**config.mk**
```make
export PLATFORM = sky130hd
export DESIGN_NAME = alu_arbiter
export DESIGN_NICKNAME = d
export VERILOG_FILES = /design/src/rtl/alu_arbiter.sv
export SDC_FILE = /design/constraint.sdc
export NUM_CORES = 1
export LEC_CHECK = 0
export BUFFER_PORTS_ARGS = -buffer_cell sky130_fd_sc_hd__buf_2
export CELL_PAD_IN_SITES_DETAIL_PLACEMENT = 0
export CELL_PAD_IN_SITES_GLOBAL_PLACEMENT = 1
export CORE_UTILIZATION = 29
export CTS_CLUSTER_DIAMETER = 150
export DETAILED_ROUTE_END_ITERATION = 12
export GPL_TIMING_DRIVEN = 0
export PLACE_DENSITY = 0.82
export SETUP_SLACK_MARGIN = 0.1
export SKIP_CTS_REPAIR_TIMING = 1
export SLEW_MARGIN = 10
export SYNTH_ARGS = -nofsm -noshare
export SYNTH_HDL_FRONTEND = slang
export SYNTH_SLANG_ARGS = --single-unit
```
**constraint.sdc**
```tcl
create_clock -name clk -period 1.5 [get_ports clk]
set_clock_uncertainty 0.1 [all_clocks]
set_input_delay 0.15 -clock clk [delete_from_list [all_inputs] [get_ports clk]]
set_output_delay 0.15 -clock clk [all_outputs]
set_load 0.02 [all_outputs]
```
**src/rtl/alu_arbiter.sv**
```systemverilog
// Round-robin arbiter sharing one EX-stage ALU between two valid/ready requesters.
// Operands are latched on grant, held through multi-cycle multiplies, and results return as a one-cycle pulse.
module alu_arbiter #(
  parameter int unsigned DSIZE   = 32,
  parameter int unsigned MUL_LAT = 2
) (
  input  logic             clk,
  input  logic             rst_n,
  input  logic             req0_valid,
  output logic             req0_ready,
  input  logic [DSIZE-1:0] req0_a,
  input  logic [DSIZE-1:0] req0_b,
  input  logic [2:0]       req0_op,
  input  logic             req1_valid,
  output logic             req1_ready,
  input  logic [DSIZE-1:0] req1_a,
  input  logic [DSIZE-1:0] req1_b,
  input  logic [2:0]       req1_op,
  output logic             rsp0_valid,
  output logic [DSIZE-1:0] rsp0_data,
  output logic             rsp0_zero,
  output logic             rsp1_valid,
  output logic [DSIZE-1:0] rsp1_data,
  output logic             rsp1_zero,
  output logic [DSIZE-1:0] alu_a,
  output logic [DSIZE-1:0] alu_b,
  output logic [2:0]       alu_op,
  input  logic [DSIZE-1:0] alu_out,
  input  logic             alu_zero
);

  // `MUL encoding of the shared ALU opcode set
  localparam logic [2:0]  OP_MUL = 3'b101;
  localparam int unsigned CW     = (MUL_LAT > 1) ? $clog2(MUL_LAT) : 1;

  typedef enum logic {
    IDLE = 1'b0,
    EXEC = 1'b1
  } state_t;

  state_t           state_q, state_d;
  logic             ptr_q, ptr_d;
  logic             owner_q, owner_d;
  logic [DSIZE-1:0] a_q, a_d;
  logic [DSIZE-1:0] b_q, b_d;
  logic [2:0]       op_q, op_d;
  logic [CW-1:0]    cnt_q, cnt_d;
  logic             rsp0_valid_q, rsp0_valid_d;
  logic [DSIZE-1:0] rsp0_data_q, rsp0_data_d;
  logic             rsp0_zero_q, rsp0_zero_d;
  logic             rsp1_valid_q, rsp1_valid_d;
  logic [DSIZE-1:0] rsp1_data_q, rsp1_data_d;
  logic             rsp1_zero_q, rsp1_zero_d;

  logic             grant0_c, grant1_c;
  logic [2:0]       op_sel_c;

  // Round-robin grant: a lone requester wins, a tie goes to the pointer port
  always_comb begin
    grant0_c = 1'b0;
    grant1_c = 1'b0;
    if (state_q == IDLE) begin
      if (req0_valid && (!req1_valid || !ptr_q)) begin
        grant0_c = 1'b1;
      end else if (req1_valid) begin
        grant1_c = 1'b1;
      end
    end
  end

  assign req0_ready = grant0_c & rst_n;
  assign req1_ready = grant1_c & rst_n;
  assign op_sel_c   = grant1_c ? req1_op : req0_op;

  always_comb begin
    state_d      = state_q;
    ptr_d        = ptr_q;
    owner_d      = owner_q;
    a_d          = a_q;
    b_d          = b_q;
    op_d         = op_q;
    cnt_d        = cnt_q;
    rsp0_valid_d = 1'b0;
    rsp0_data_d  = rsp0_data_q;
    rsp0_zero_d  = rsp0_zero_q;
    rsp1_valid_d = 1'b0;
    rsp1_data_d  = rsp1_data_q;
    rsp1_zero_d  = rsp1_zero_q;
    case (state_q)
      IDLE: begin
        if (grant0_c || grant1_c) begin
          owner_d = grant1_c;
          ptr_d   = ~grant1_c;
          a_d     = grant1_c ? req1_a : req0_a;
          b_d     = grant1_c ? req1_b : req0_b;
          op_d    = op_sel_c;
          cnt_d   = (op_sel_c == OP_MUL) ? CW'(MUL_LAT - 1) : '0;
          state_d = EXEC;
        end
      end
      EXEC: begin
        if (cnt_q != '0) begin
          cnt_d = cnt_q - CW'(1);
        end else begin
          if (owner_q) begin
            rsp1_valid_d = 1'b1;
            rsp1_data_d  = alu_out;
            rsp1_zero_d  = alu_zero;
          end else begin
            rsp0_valid_d = 1'b1;
            rsp0_data_d  = alu_out;
            rsp0_zero_d  = alu_zero;
          end
          state_d = IDLE;
        end
      end
      default: state_d = IDLE;
    endcase
  end

  always_ff @(posedge clk or negedge rst_n) begin
    if (!rst_n) begin
      state_q      <= IDLE;
      ptr_q        <= 1'b0;
      owner_q      <= 1'b0;
      a_q          <= '0;
      b_q          <= '0;
      op_q         <= '0;
      cnt_q        <= '0;
      rsp0_valid_q <= 1'b0;
      rsp0_data_q  <= '0;
      rsp0_zero_q  <= 1'b0;
      rsp1_valid_q <= 1'b0;
      rsp1_data_q  <= '0;
      rsp1_zero_q  <= 1'b0;
    end else begin
      state_q      <= state_d;
      ptr_q        <= ptr_d;
      owner_q      <= owner_d;
      a_q          <= a_d;
      b_q          <= b_d;
      op_q         <= op_d;
      cnt_q        <= cnt_d;
      rsp0_valid_q <= rsp0_valid_d;
      rsp0_data_q  <= rsp0_data_d;
      rsp0_zero_q  <= rsp0_zero_d;
      rsp1_valid_q <= rsp1_valid_d;
      rsp1_data_q  <= rsp1_data_d;
      rsp1_zero_q  <= rsp1_zero_d;
    end
  end

  assign alu_a      = a_q;
  assign alu_b      = b_q;
  assign alu_op     = op_q;
  assign rsp0_valid = rsp0_valid_q;
  assign rsp0_data  = rsp0_data_q;
  assign rsp0_zero  = rsp0_zero_q;
  assign rsp1_valid = rsp1_valid_q;
  assign rsp1_data  = rsp1_data_q;
  assign rsp1_zero  = rsp1_zero_q;

endmodule
```
==> metrics.sh <==
CP.BUFFERS_INVERTERS=3
CELLS_TRAVERSED_ALONG_THE_WORST_TIMING_PATH='buf_6, a211oi_4, buf_6, and2_4, buf_6'
GPL.FINAL_WEIGHTED_CONGESTION=0.7782
CRITICAL_PATH_S_SLOWEST_CELL='sky130_fd_sc_hd__dfrtp_1'
PEAKVDDDROP_mV=0.8216
DIE_WIDTH_UM=140.5
LAYOUT-AREA-OVERHEAD-VS-SYNTH_PCT=87.95
DIE_AREA_MM2=0.01974
WORST_PATH_MOST_REPEATED_CELL='sky130_fd_sc_hd__buf_6'
AVGVIACOUNTPERCELL=4.616
DESIGN.FINAL.NETS=1202
WIRE_LENGTH_OF_THE_FIRST_GLOBAL_ROUTING_PASS_UM=25810
PATH_CLASS='register to output port'
WORST_SLACK_NS=-0.3189
SYNTH-SIMPLE-AREA-SHARE=0.1696
WORSTSKEWPAIRLATENCY_NS=0.41
CRITPATHTOPFAMILY='buffers and inverters'
FINALSETUPVIOLCOUNT=95
AVGSYNTHCELLAREA_UM2=10.60
REG2REG_SETUP_SLACK_NS=-0.22
WORST_SETUP_SP='state_q'
WORST_SETUP_HOLD_PATH_CLK_SLEW_NS=0.06
TOTAL_SWITCHING_POWER_mW=6.818
CTS-HTREE-LEVELS=4
MULTI_INPUT_LOGIC_AREA_MM2=0.002260
CTS_TREE='yes'
INSERTEDDIODECOUNT=0
TOP_LEVEL_PORTS=308
SYNTHESIS.YOSYS.WARNINGS=0
POST_SYNTH_MAIN_AREA_CONTRIBUTORS='sky130_fd_sc_hd__dfrtp_1 (63%), sky130_fd_sc_hd__nand2_1 (16%), sky130_fd_sc_hd__a22oi_1 (8.6%), sky130_fd_sc_hd__mux2_2 (6.5%), sky130_fd_sc_hd__buf_2 (1.5%)'
GRT_OVERFLOW_TOTAL=0
WORST_SETUP_PATH_END_KIND='output port'
STATUS='finished, violations left'
CRITICAL-PATH-MAX-STAGE-DELAY_NS=0.37
POSTROUTEWIRELENGTH_UM=20360
NUMBER_OF_ENABLE_FLIP_FLOP_CELLS_AFTER_SYNTHESIS=0
POWER.SHARE.SEQUENTIAL=0.336
COUNT_OF_VIAS_PLACED_BY_THE_DETAILED_ROUTER=5894
DETAILEDPLACEMENTHPWL_UM=12210
SYNTH_CELL_TYPE_COUNT=24
SYN-CELL-AREA_MM2=0.005564
PIN_SLEW_WITH_THE_LEAST_HEADROOM_TO_ITS_LIMIT_NS=0.5942
POST-SYNTH-TOP-COUNT-CELL='sky130_fd_sc_hd__nand2_1'
TIMING.CRITICAL_PATH.FROM_TYPE='register'
GROUTE.USAGE.OVERALL=0.1699
POWER_DENSITY_mW_PER_MM2=1733
CTS_SINKS=139
DETAIL-ROUTE-ANTENNA-NETS=0
MAXSLEWVIOLCOUNT=0
MAX_CAP_VIOL_COUNT=0
GRT_START_MAX_NET_PINS=74
MIN_PERIOD_OVER_PERIOD=1.213
SYNTH_ADDER_AREA_SHARE=0
R2R_END='alu_b[3]'
SYNTH.LARGEST_AREA_CELL='sky130_fd_sc_hd__dfrtp_1'
PERIOD_MINUS_SLACK_NS=1.819
SYNTHXORXNORAREAFRAC=0
FP.COREAREA_MM2=0.01877
MAIN_COMBINATIONAL_CELL_FAMILY_BY_AREA_AFTER_SYNTHESIS='simple AND/OR/NAND/NOR gates'
POST_DRT_WL_PER_CELL_UM=15.94
FINAL_CORE_UTILIZATION=0.5572
FIRST_GLOBAL_VIAS=4832
COMB_POWER_SHARE=0.421
FMAXACHIEVABLE_MHz=549.8
CLOCKROOTBUFFER='sky130_fd_sc_hd__clkbuf_16'
STD_CELL_ROWS=50
SYNTH_SEQ_CELLS=139
HOLD_SLACK_NS=-0.4174
YS_TOP_CELLS_BY_COUNT='sky130_fd_sc_hd__nand2_1 (232), sky130_fd_sc_hd__dfrtp_1 (139), sky130_fd_sc_hd__a22oi_1 (64)'
DESIGN_AREA_MM2=0.01046
RR_STARTPOINT='state_q'
PLACE_INST=1067
FINAL-SEQ-AREA_MM2=0.003478
PATH_MAX_FANOUT=6
SYNTH.NET_COUNT=696
FILLERINSTANCES=1536
FINALNONFILLERCELLS=1277
DESIGN_INTERNAL_POWER_mW=11.30
CTS_BUFFER_DEPTH=2
SYNTH_COMPOUND_AREA_FRAC=0.09849
SYNTH.YOSYS.SEQ_AREA_SHARE=0.6251
SWSHARE=0.3763
INITIAL_UTILIZATION=0.2965
SYNTH.TOP_CELL.AREA_SHARE=0.6251
VIOLATIONS='negative hold slack, negative setup slack'
HOLD_PATH_CLASS='input port to async pin'
TOTAL_POWER_mW=18.12
SYNTH.AREA.MUX_SHARE=0.07398
SHARE_OF_POST_ROUTE_CELLS_WITH_DRIVE_STRENGTH_ABOVE_1=0.4525
SYNTHESIS.INSTANCES=525
DRT_FIRST_ITER_VIOLATIONS=168
MOST_USED_DFF_POST_SYNTH='sky130_fd_sc_hd__dfrtp_1'
TIMING_HOLD_VIOLATIONS_FINAL=75
MAX_SLEW_MARGIN=0.6038
P_LEAK_nW=5.372
DRT_DRC_VIOLATIONS_LEFT=0
ASYNCSETRESETFLOPFRACSYNTH=1.000
DETAILED_PLACE.AREA_MM2=0.007475
WORST_EP_ARRIVAL_TIME_NS=1.57
REQUIRED_NS=1.25
PLACEMENT.IO_BUFFERS=307
R2R_CELL_COUNT=7
PART_OF_THE_TOTAL_POWER_DISSIPATED_IN_THE_CLOCK_NETWORK=0.242
UNREPAIRED_SETUP_ENDPOINTS_AFTER_GLOBAL_ROUTING='true'
ANTENNA_FOUND_INITIAL=0
CHIPHEIGHT_UM=140.5
DRTPASS1ITERATIONS=4
CTS_MADE_BUFFERS=17
[worst max path at each step]
stage	slack, ns	cells after the start	to
3_3_place_gp	-2.03	3	req0_ready
5_1_grt	-0.40	5	req1_ready
2_1_floorplan	-0.01	4	rsp0_data[10]
6_report	-0.32	5	req1_ready
4_1_cts	-0.70	5	req1_ready
3_5_place_dp	-0.29	4	rsp0_data[6]
[kinds of logic (layout without fill, tap and decap cells)]
family          Yosys count  in the layout
flops                   139            139
simple gates            241            241
compound gates           73             73
buf+inv                  35            553
mux                      37             37
[through the flow]
step,setup slack (ns),hold slack [ns],TNS [ns]
finish,-0.3189,-0.4174,-6.531
global route,-0.3954,-0.3774,-13.30
CTS,-0.7050,-0.4020,-27.22
global placement,-2.029,0.2386,-294.55
floorplan,-0.01426,-0.2456,-0.3734
detailed placement,-0.2884,0.05395,-24.98
[worst reg2reg max path, stage by stage, from the launching register on]
cell	delay, ns
sky130_fd_sc_hd__dfrtp_1	0.37
sky130_fd_sc_hd__buf_6	0.13
sky130_fd_sc_hd__buf_4	0.13
sky130_fd_sc_hd__o21bai_1	0.16
sky130_fd_sc_hd__buf_6	0.16
sky130_fd_sc_hd__buf_6	0.16
sky130_fd_sc_hd__a22oi_1	0.28
sky130_fd_sc_hd__nand2_1	0.11
[state kept, by name (all words and copies together) (netlist names)]
name and cells:
alu_a 32, alu_b 32, alu_op 3, cnt_q 1, owner_q 1, ptr_q 1, rsp0_data 32, rsp0_valid 1
rsp0_zero 1, rsp1_data 32, rsp1_valid 1, rsp1_zero 1, state_q 1
[cell usage in the layout (no fill, tap or decap), types with 5 or more instances in the layout]
| cell | instances |
|---|---|
| sky130_fd_sc_hd__dfrtp_1 | 139 |
| sky130_fd_sc_hd__a22oi_1 | 24 |
| sky130_fd_sc_hd__a22oi_2 | 40 |
| sky130_fd_sc_hd__dlygate4sd3_1 | 164 |
| sky130_fd_sc_hd__buf_6 | 17 |
| sky130_fd_sc_hd__buf_8 | 6 |
| sky130_fd_sc_hd__mux2_4 | 29 |
| sky130_fd_sc_hd__buf_4 | 18 |
| sky130_fd_sc_hd__buf_2 | 304 |
| sky130_fd_sc_hd__clkinvlp_4 | 5 |
| sky130_fd_sc_hd__clkbuf_16 | 21 |
| sky130_fd_sc_hd__nand2_1 | 231 |
[metal layers]
layer  up-vias  GRT usage  share of wire
li1       2764          -              -
met1      2833     0.2078           0.40
met2       258     0.2866           0.51
met3        39    0.05026          0.063
met4         0    0.05606          0.022
met5         -          0              0
[power groups by stage]
stage                     Clock [mW]  Combinational [mW]  Sequential, mW
after global routing            4.65                8.16            6.25
after global placement             0                6.22            6.00
final                           4.39                7.63            6.09
after floorplan                    0                2.00            7.86
after detailed placement           0                6.30            6.02
after CTS                       4.53                6.30            5.98
[final cells by class]
| class | count | area share |
|---|---|---|
| Sequential cell | 139 | 0.3326 |
| Timing Repair Buffer | 488 | 0.3288 |
| Multi-Input combinational cell | 351 | 0.2161 |
| Clock buffer | 19 | 0.04331 |
| Buffer | 31 | 0.03386 |
| Tap cell | 234 | 0.02800 |
| Clock inverter | 12 | 0.01555 |
| Inverter | 3 | 0.001795 |
No activity file was read; power rests on OpenSTA's default activity.
